### src/rtl/uart_rx_frame_ctrl.sv
// Frame controller behind the UART byte receiver: assembles sync/cmd/pay_hi/pay_lo/checksum
// frames, validates them and publishes the decoded command with one-cycle valid/error strobes.
module uart_rx_frame_ctrl #(
    parameter logic [7:0] c_SYNC_BYTE      = 8'hA5,
    parameter int         c_TIMEOUT_CYCLES = 21700
) (
    input  logic        i_CLK,
    input  logic        i_RESET_n,
    input  logic        i_RX_DATA_VALID,
    input  logic [7:0]  i_DATA_RX,
    output logic        o_FRAME_VALID,
    output logic [7:0]  o_CMD,
    output logic [15:0] o_PAYLOAD,
    output logic        o_FRAME_ERR,
    output logic [7:0]  o_ERR_COUNT,
    output logic        o_BUSY,
    output logic [2:0]  o_STATE_DBG
);

    // Handshake: i_DATA_RX is consumed exactly on cycles where i_RX_DATA_VALID is high;
    // there is no backpressure, so every strobe is accepted.

    typedef enum logic [2:0] {
        s_IDLE   = 3'd0,
        s_CMD    = 3'd1,
        s_PAY_HI = 3'd2,
        s_PAY_LO = 3'd3,
        s_CHECK  = 3'd4
    } state_t;

    localparam logic [15:0] c_TMO_LAST = 16'(c_TIMEOUT_CYCLES - 1);

    state_t      state_q,       state_d;
    logic [7:0]  cmd_sh_q,      cmd_sh_d;
    logic [7:0]  pay_hi_q,      pay_hi_d;
    logic [7:0]  pay_lo_q,      pay_lo_d;
    logic [15:0] tmo_q,         tmo_d;
    logic [7:0]  cmd_q,         cmd_d;
    logic [15:0] payload_q,     payload_d;
    logic        frame_valid_q, frame_valid_d;
    logic        frame_err_q,   frame_err_d;
    logic [7:0]  err_cnt_q,     err_cnt_d;

    always_ff @(posedge i_CLK or negedge i_RESET_n) begin
        if (!i_RESET_n) begin
            state_q       <= s_IDLE;
            cmd_sh_q      <= 8'h00;
            pay_hi_q      <= 8'h00;
            pay_lo_q      <= 8'h00;
            tmo_q         <= 16'h0000;
            cmd_q         <= 8'h00;
            payload_q     <= 16'h0000;
            frame_valid_q <= 1'b0;
            frame_err_q   <= 1'b0;
            err_cnt_q     <= 8'h00;
        end else begin
            state_q       <= state_d;
            cmd_sh_q      <= cmd_sh_d;
            pay_hi_q      <= pay_hi_d;
            pay_lo_q      <= pay_lo_d;
            tmo_q         <= tmo_d;
            cmd_q         <= cmd_d;
            payload_q     <= payload_d;
            frame_valid_q <= frame_valid_d;
            frame_err_q   <= frame_err_d;
            err_cnt_q     <= err_cnt_d;
        end
    end

    always_comb begin
        state_d       = state_q;
        cmd_sh_d      = cmd_sh_q;
        pay_hi_d      = pay_hi_q;
        pay_lo_d      = pay_lo_q;
        tmo_d         = tmo_q;
        cmd_d         = cmd_q;
        payload_d     = payload_q;
        frame_valid_d = 1'b0;
        frame_err_d   = 1'b0;
        err_cnt_d     = err_cnt_q;

        if (i_RX_DATA_VALID) begin
            // A strobe always beats a coincident timeout expiry.
            tmo_d = 16'h0000;
            case (state_q)
                s_IDLE: begin
                    if (i_DATA_RX == c_SYNC_BYTE) state_d = s_CMD;
                end
                s_CMD: begin
                    cmd_sh_d = i_DATA_RX;
                    state_d  = s_PAY_HI;
                end
                s_PAY_HI: begin
                    pay_hi_d = i_DATA_RX;
                    state_d  = s_PAY_LO;
                end
                s_PAY_LO: begin
                    pay_lo_d = i_DATA_RX;
                    state_d  = s_CHECK;
                end
                s_CHECK: begin
                    if ((cmd_sh_q ^ pay_hi_q ^ pay_lo_q) == i_DATA_RX) begin
                        cmd_d         = cmd_sh_q;
                        payload_d     = {pay_hi_q, pay_lo_q};
                        frame_valid_d = 1'b1;
                    end else begin
                        frame_err_d = 1'b1;
                    end
                    state_d = s_IDLE;
                end
                default: state_d = s_IDLE;
            endcase
        end else if (state_q == s_IDLE) begin
            tmo_d = 16'h0000;
        end else if (tmo_q == c_TMO_LAST) begin
            frame_err_d = 1'b1;
            state_d     = s_IDLE;
            tmo_d       = 16'h0000;
        end else begin
            tmo_d = tmo_q + 16'h0001;
        end

        if (frame_err_d && (err_cnt_q != 8'hFF)) err_cnt_d = err_cnt_q + 8'h01;
    end

    assign o_FRAME_VALID = frame_valid_q;
    assign o_CMD         = cmd_q;
    assign o_PAYLOAD     = payload_q;
    assign o_FRAME_ERR   = frame_err_q;
    assign o_ERR_COUNT   = err_cnt_q;
    assign o_BUSY        = (state_q != s_IDLE);
    assign o_STATE_DBG   = state_q;

endmodule
### config.mk
export PLATFORM = sky130hd
export DESIGN_NAME = uart_rx_frame_ctrl
export DESIGN_NICKNAME = d
export VERILOG_FILES = /design/src/rtl/uart_rx_frame_ctrl.sv
export SDC_FILE = /design/constraint.sdc
export NUM_CORES = 1
export LEC_CHECK = 0
export BUFFER_PORTS_ARGS = -buffer_cell sky130_fd_sc_hd__buf_2
export CAP_MARGIN = 40
export CORE_MARGIN = 10
export CORE_UTILIZATION = 45
export CTS_CLUSTER_DIAMETER = 40
export DETAILED_ROUTE_END_ITERATION = 7
export GPL_TIMING_DRIVEN = 0
export SYNTH_ARGS = -nofsm -noshare
export SYNTH_HDL_FRONTEND = slang
export SYNTH_SLANG_ARGS = --single-unit
export TNS_END_PERCENT = 1
### constraint.sdc
create_clock -name i_CLK -period 2.4 [get_ports i_CLK]
set_input_delay 0.36 -clock i_CLK [delete_from_list [all_inputs] [get_ports i_CLK]]
set_output_delay 0.36 -clock i_CLK [all_outputs]
set_load 0.1 [all_outputs]
==> results of run 1 <==
==> worst max path at each step <==
| stage | from | end | cells past startpoint |
|---|---|---|---|
| 2_1_floorplan | o_STATE_DBG[0] | o_ERR_COUNT[7] | 6 |
| 3_3_place_gp | tmo_q[0] | o_ERR_COUNT[7] | 6 |
| 3_5_place_dp | tmo_q[0] | o_ERR_COUNT[1] | 6 |
| 4_1_cts | tmo_q[0] | o_ERR_COUNT[1] | 6 |
| 5_1_grt | tmo_q[0] | tmo_q[7] | 7 |
| 6_report | cmd_sh_q[2] | o_PAYLOAD[15] | 7 |
==> registers in the layout, indices dropped and copies added (netlist names) <==
register       cells
o_CMD              8
o_FRAME_VALID      1
cmd_sh_q           8
tmo_q             16
o_ERR_COUNT        8
pay_hi_q           8
pay_lo_q           8
o_STATE_DBG        3
o_FRAME_ERR        1
o_PAYLOAD         16
==> area by class of cell <==
cell class                 count  area [um2]  share of cell area, %
buffer                         7       70.07                  1.672
clock inverter                 5       75.07                  1.791
inverter                       4       15.01                 0.3582
sequential                    77        1931                  46.06
clock buffer                  11       131.4                  3.134
multi-input combinational    189        1539                  36.72
tap                          102       127.6                  3.045
timing repair buffer          53       302.8                  7.224
==> power by group <==
part           leakage (uW)  switching [uW]  internal, uW
Combinational      0.000969             776           542
Sequential          0.00102             212          1540
Clock              0.000107             453           582
Total               0.00210            1440          2660
==> stage by stage <==
step / setup WS [ns] / hold slack [ns] / utilization (%) / instances / total power, uW
2_1_floorplan: 0.001817 / 0.06441 / - / 277 / 2825
3_3_place_gp: 0.1884 / 0.4842 / 51.03 / 427 / 3077
3_5_place_dp: 0.1728 / 0.3527 / 51.51 / 429 / 3113
4_1_cts: 0.1745 / 0.2987 / 54.33 / 446 / 4171
5_1_grt: 0.04274 / 0.3043 / 54.52 / 448 / 4379
6_report: 0.2816 / 0.3221 / 54.52 / 448 / 4106
==> worst max-delay path, stage by stage (launching register included) <==
cell and delay (ns):
dfrtp_1 0.41, xor2_1 0.18, xnor2_1 0.22, nand4_1 0.18, or3_1 0.39, buf_6 0.16
buf_12 0.16, mux2_4 0.29
==> cells in the final DEF, fill, tap and decap left out, drive strengths merged <==
cell          n
dfrtp        77
buf          55
mux2         53
xnor2        26
nor2         22
nand2        19
clkbuf       15
xor2         14
nand3        12
and3          9
a21oi         5
inv           4
nand4         3
clkinv        3
or3           2
nor4b         2
nor3          2
or2           2
a211oi        2
nor4bb        2
ha            2
bufinv        2
nor3b         1
and4b         1
and2          1
nand3b        1
o21ai         1
nand2b        1
a21boi        1
o311a         1
nand4b        1
o211ai        1
a211o         1
o41ai         1
dlygate4sd3   1
==> cells by family (layout without fill, tap and decap cells) <==
| kind of cell | count (synthesis) | count (layout) | share of synthesized area (%) |
|---|---|---|---|
| mux | 53 | 53 | 18.84 |
| xor+xnor | 40 | 40 | 9.877 |
| flops | 77 | 77 | 54.32 |
| fa+ha+maj | 2 | 2 | 0.7054 |
| simple gates | 81 | 81 | 11.50 |
| compound gates | 13 | 13 | 2.469 |
| buf+inv | 11 | 80 | 2.293 |
==> per-layer routing <==
metal	wire length [um]	share of wire [%]	vias to the layer above
met4	74	1.1	0
met1	3343	48	1102
met3	352	5.0	5
met5	0	0	-
li1	-	-	1085
met2	3245	46	48
==> repair_timing <==
item / in CTS / in global routing
hold buffers: 1 / 0
buffers inserted: 0 / 2
endpoints found under the setup margin: 0 / 2
hold endpoints to repair: 34 / 0
==> key figures, run 1 <==
Outcome
  – Status: completed

Clocking
  – Total clock sinks: between 70 and 80
  – Clock root buffer: clkbuf_8
  – CTS resizes: 0
  – Clock-pin slew on the worst setup and hold paths: around 0.08 ns
  – CTS tree: yes
  – Clock tree buffer depth: 2
  – TritonCTS Buffers: 9
  – Number of H-tree levels: 3
  – Worst-skew pair later-pin latency: 0.34 ns

Routing
  – Drt initial violations: 59
  – WL final: ~7000 um
  – Routed len/inst: 15.66 um
  – DR vias: 2240
  – Vias per Instance: ~5
  – DRC violations left: 0
  – Drt pass-1 iters: 4
  – Final antenna-violating net count: 0

Worst hold path
  – Endpoint, Worst Hold: cmd_sh_q[7]
  – HP Start: i_DATA_RX[7]
  – Hold Crit Depth: 2
  – Min-Delay Path Class: in2reg

Yosys
  – Area contributors post-synth: dfrtp_1 (54%), mux2_2 (11%), mux2_4 (8.0%)
  – Yosys warns: 0
  – Yosys reg bits: just under 80
  – Most instantiated cells after synthesis: dfrtp_1 (77), mux2_2 (34), xnor2_1 (26)
  – Most frequent cell after synthesis: dfrtp_1
  – Sequential element share of the synthesized area: 54.32%
  – Number of flops mapped to enable cells by yosys: 0
  – Post-synth top area share: between 50% and 60%
  – Post-Syn Instances: 277
  – Avg Inst Size Synth: about 13 um2
  – Library cells used by synthesis: 34
  – Largest area contributor in the netlist: dfrtp_1
  – Synth Cell Area: about 3500 um2
  – Post-synth top flop: dfrtp_1
  – Synth Net Count: 290
  – Ys async rst share: between 90% and 100%

Global route
  – Largest net degree at the start of global routing: 44
  – Met3 GRT Util: about 4.2%
  – GR Util All Layers: around 13%
  – Gr ovfl total: 0
  – First-pass GRT wire length: roughly 12000 um
  – GR met1 Demand/Resource: between 10% and 20%
  – Grt met2 use: around a fifth
  – Layer carrying the most global-route usage: met2
  – Vias in the first global route: between 2000 and 2500
  – Antenna violations before repair: 0

Pwr
  – Peak supply drop: 0.0006790 V
  – LEAKAGE: around 0.0021 uW
  – Power per cell area: 979.5 nW/um2

Floorplan
  – Core area: approximately 7700 um2
  – Die W: ~110 um
  – Die Y-Extent: roughly 110 um
  – Row count: 32
  – Number of top-level pins: a little under 50
  – Die area: between 10000 and 15000 um2
  – Effective utilization at floorplan: approximately 46%

Setup path
  – Critical Path RT: 2.63 ns
  – Critical Path Source Type: register
  – Endpoint arrival time on the critical path: about 2.4 ns
  – Critical setup path kind: reg2reg
  – RR Endpoint: o_PAYLOAD[15]
  – Worst Setup End Kind: register
  – R2R Setup Slk: ~0.28 ns
  – Reg2Reg Launch Point: cmd_sh_q[2]
  – Worst r2r path cells: 7
  – Worst Path Max Fanout: 10

Place
  – Placed cell areas: around 4000 um2
  – PortBufs: 48
  – Hpwl dp: about 5000 um
  – Routability congestion estimate: 0.7929

STA
  – Worst-Margin Slew: 0.8388 ns
  – Final setup TNS: 0 ns
  – Final setup skew: ~0.0073 ns
  – Final critical-path share of the clock period: between 80% and 90%
  – Fin crit period: between 2 and 2.5 ns
  – Final hold violation count: 0
  – # setup viols final: 0
  – Relative slew slack: about 44%
  – RSZ-0062 raised after global routing: no
  – Max-slew violation count: 0
  – Fmax: ~470 MHz

Finish
  – Design Area, Final: roughly 4200 um2
  – Number of inserted diodes: 0
  – Fillers: 700
  – Number of nets in the layout: roughly 350
  – Area grow syn2layout: 18.17%
  – Share of layout cells above drive strength 1: 36.99%

Flow run
  – Max cap viols: 0
No activity file was read; power rests on OpenSTA's default activity.
==> inputs of run 2 (changes only) <==
Settings changed: RECOVER_POWER set to 100.
==> key figures, run 2 (synthesis gave the netlist of run 1 again) <==
Finish
  – Design Area, Final: 4059 um2 (-3.2%)
  – Fillers: 739 (+5.6%)
  – Number of nets in the layout: 354 (unchanged)
  – Most common cell after layout, fill and taps aside: dfrtp_1
  – Number of inserted diodes: 0 (unchanged)
  – Area grow syn2layout: 14.43%
  – Commonest non-fill, non-tap cells in the layout: dfrtp_1 (75), clkbuf_1 (44), mux2_2 (34)
  – Share of layout cells above drive strength 1: 23.12% (-14 points)

Place
  – Routability congestion estimate: 0.7929 (unchanged)
  – PortBufs: 48 (unchanged)
  – Placed cell areas: 3960 um2 (unchanged)
  – Hpwl dp: 4987 um (unchanged)

STA
  – Fmax: 447.9 MHz (-5.1%)
  – Final critical-path share of the clock period: 93.02% (+4.8 points)
  – Final hold violation count: 0 (unchanged)
  – Fin crit period: 2.232 ns (+0.1141 ns)
  – Relative slew slack: 19.79% (-24 points)
  – # setup viols final: 0 (unchanged)
  – Worst-Margin Slew: 1.208 ns (+0.3695 ns)
  – Final setup TNS: 0 ns (unchanged)
  – RSZ-0062 raised after global routing: no
  – Max-slew violation count: 0 (unchanged)
  – Final setup skew: 0.006655 ns (-0.0006607 ns)

Setup path
  – Critical setup path kind: reg2reg
  – CP peak stage delay: 0.41 ns (about the same)
  – Worst Path Max Fanout: 10 (unchanged)
  – Critical Path Source Type: register
  – Bufs and invs on worst path: 2 (unchanged)
  – Endpoint arrival time on the critical path: 2.46 ns (+0.11 ns)
  – Worst path cell trace: xor2_1 -> xnor2_1 -> nand4_1 -> or3_1 -> buf_6 -> clkbuf_4 -> mux2_1
  – Worst Setup End Kind: register
  – Critical path's slowest cell: dfrtp_1
  – CP top delay family: simple AND/OR/NAND/NOR gates
  – Critical Path RT: 2.63 ns (about the same)

Flow run
  – Max cap viols: 0 (unchanged)

Routing
  – WL final: 6992 um (-0.31%)
  – DR vias: 2242 (+0.089%)
  – Drt pass-1 iters: 4 (unchanged)
  – Drt initial violations: 78 (+32%)
  – Routed len/inst: 15.61 um (-0.31%)
  – Final antenna-violating net count: 0 (unchanged)
  – DRC violations left: 0 (unchanged)
  – Vias per Instance: 5.004 (about the same)

Clocking
  – Clock root buffer: clkbuf_8
  – CTS resizes: 0 (unchanged)
  – Number of H-tree levels: 3 (unchanged)
  – Total clock sinks: 77 (unchanged)
  – CTS tree: yes
  – TritonCTS Buffers: 9 (unchanged)
  – Clock-pin slew on the worst setup and hold paths: 0.08 ns (about the same)
  – Worst-skew pair later-pin latency: 0.34 ns (about the same)
  – Clock tree buffer depth: 2 (unchanged)

Pwr
  – Power per cell area: 1005 nW/um2 (+2.6%)
  – LEAKAGE: 0.001890 uW (-9.8%)
  – Peak supply drop: 0.0006785 V (about the same)

Global route
  – Gr ovfl total: 0 (unchanged)
  – Vias in the first global route: 2369 (unchanged)
  – Antenna violations before repair: 0 (unchanged)
  – GR Util All Layers: 12.91% (unchanged)
  – First-pass GRT wire length: 12030 um (unchanged)
  – Largest net degree at the start of global routing: 44 (unchanged)

Floorplan
  – Core area: 7687 um2 (unchanged)
  – Row count: 32 (unchanged)
  – Die area: 11830 um2 (unchanged)
  – Effective utilization at floorplan: 46.14% (unchanged)
  – Die W: 108.8 um (unchanged)
  – Number of top-level pins: 49 (unchanged)
  – Die Y-Extent: 108.8 um (unchanged)

Worst hold path
  – Min-Delay Path Class: in2reg

Outcome
  – Status: completed
[run 2: cell count changes in the layout (fill, tap and decap cells not counted), sizes merged]
| cell | change |
|---|---|
| clkbuf | +44 |
| buf | -44 |
[run 2: per-layer routing]
layer | GRT usage (%) | wire length [um] | vias up
met3 | 4.189 | 291 | 5
met4 | 3.672 | 74 | 0
met2 | 19.14 | 3269 | 37
met1 | 17.70 | 3357 | 1115
li1 | - | - | 1085
met5 | 0 | 0 | -
[run 2: path summary, 6_finish.rpt]
kind	start	cells past startpoint	endpoint	slack, ns
worst max-delay path	cmd_sh_q[2]	7	o_PAYLOAD[0]	0.17
min in group asynchronous	i_RESET_n	2	tmo_q[12]	0.66
worst min register to register	tmo_q[0]	1	tmo_q[0]	0.49
max in group asynchronous	i_RESET_n	3	o_STATE_DBG[0]	0.53
worst max register to register	cmd_sh_q[2]	7	o_PAYLOAD[0]	0.17
worst min-delay path	i_DATA_RX[7]	2	cmd_sh_q[7]	0.32
[run 2: final cells by class]
class / instances / area, um2 / share of cell area, %
buffer: 7 / 45.04 / 1.110
clock buffer: 11 / 131.4 / 3.237
clock inverter: 5 / 75.07 / 1.850
inverter: 4 / 15.01 / 0.3699
multi-input combinational: 189 / 1509 / 37.18
sequential: 77 / 1929 / 47.53
tap: 102 / 127.6 / 3.144
timing repair buffer: 53 / 226.5 / 5.580
[run 2: timing repair]
action,4_1_cts,5_1_grt
hold endpoints to repair,34,0
setup buffers,0,2
hold buffers,1,0
endpoints found under the setup margin,0,2
[run 2: power breakdown]
group | switching (uW) | leakage, uW | internal [uW]
Clock | 453 | 0.000107 | 582
Combinational | 774 | 0.000762 | 522
Sequential | 209 | 0.00102 | 1540
Total | 1440 | 0.00189 | 2640
[run 2: worst reg2reg max path, delay by kind of cell, from the launching register on]
kind | cells | cell delay (ns)
simple gates | 2 | 0.57
mux | 1 | 0.34
buf+inv | 2 | 0.40
flops | 1 | 0.41
xor+xnor | 2 | 0.40
[run 2: per-stage QoR]
stage               setup slack [ns]  power [uW]  util [%]  hold slack [ns]  instances
finish                        0.1676        4079     52.80           0.3225        448
global route                 0.02722        4354     52.80           0.3043        448
CTS                           0.1745        4171     54.33           0.2987        446
detailed placement            0.1728        3113     51.51           0.3527        429
global placement              0.1884        3077     51.03           0.4842        427
floorplan                   0.001817        2825         -          0.06441        277
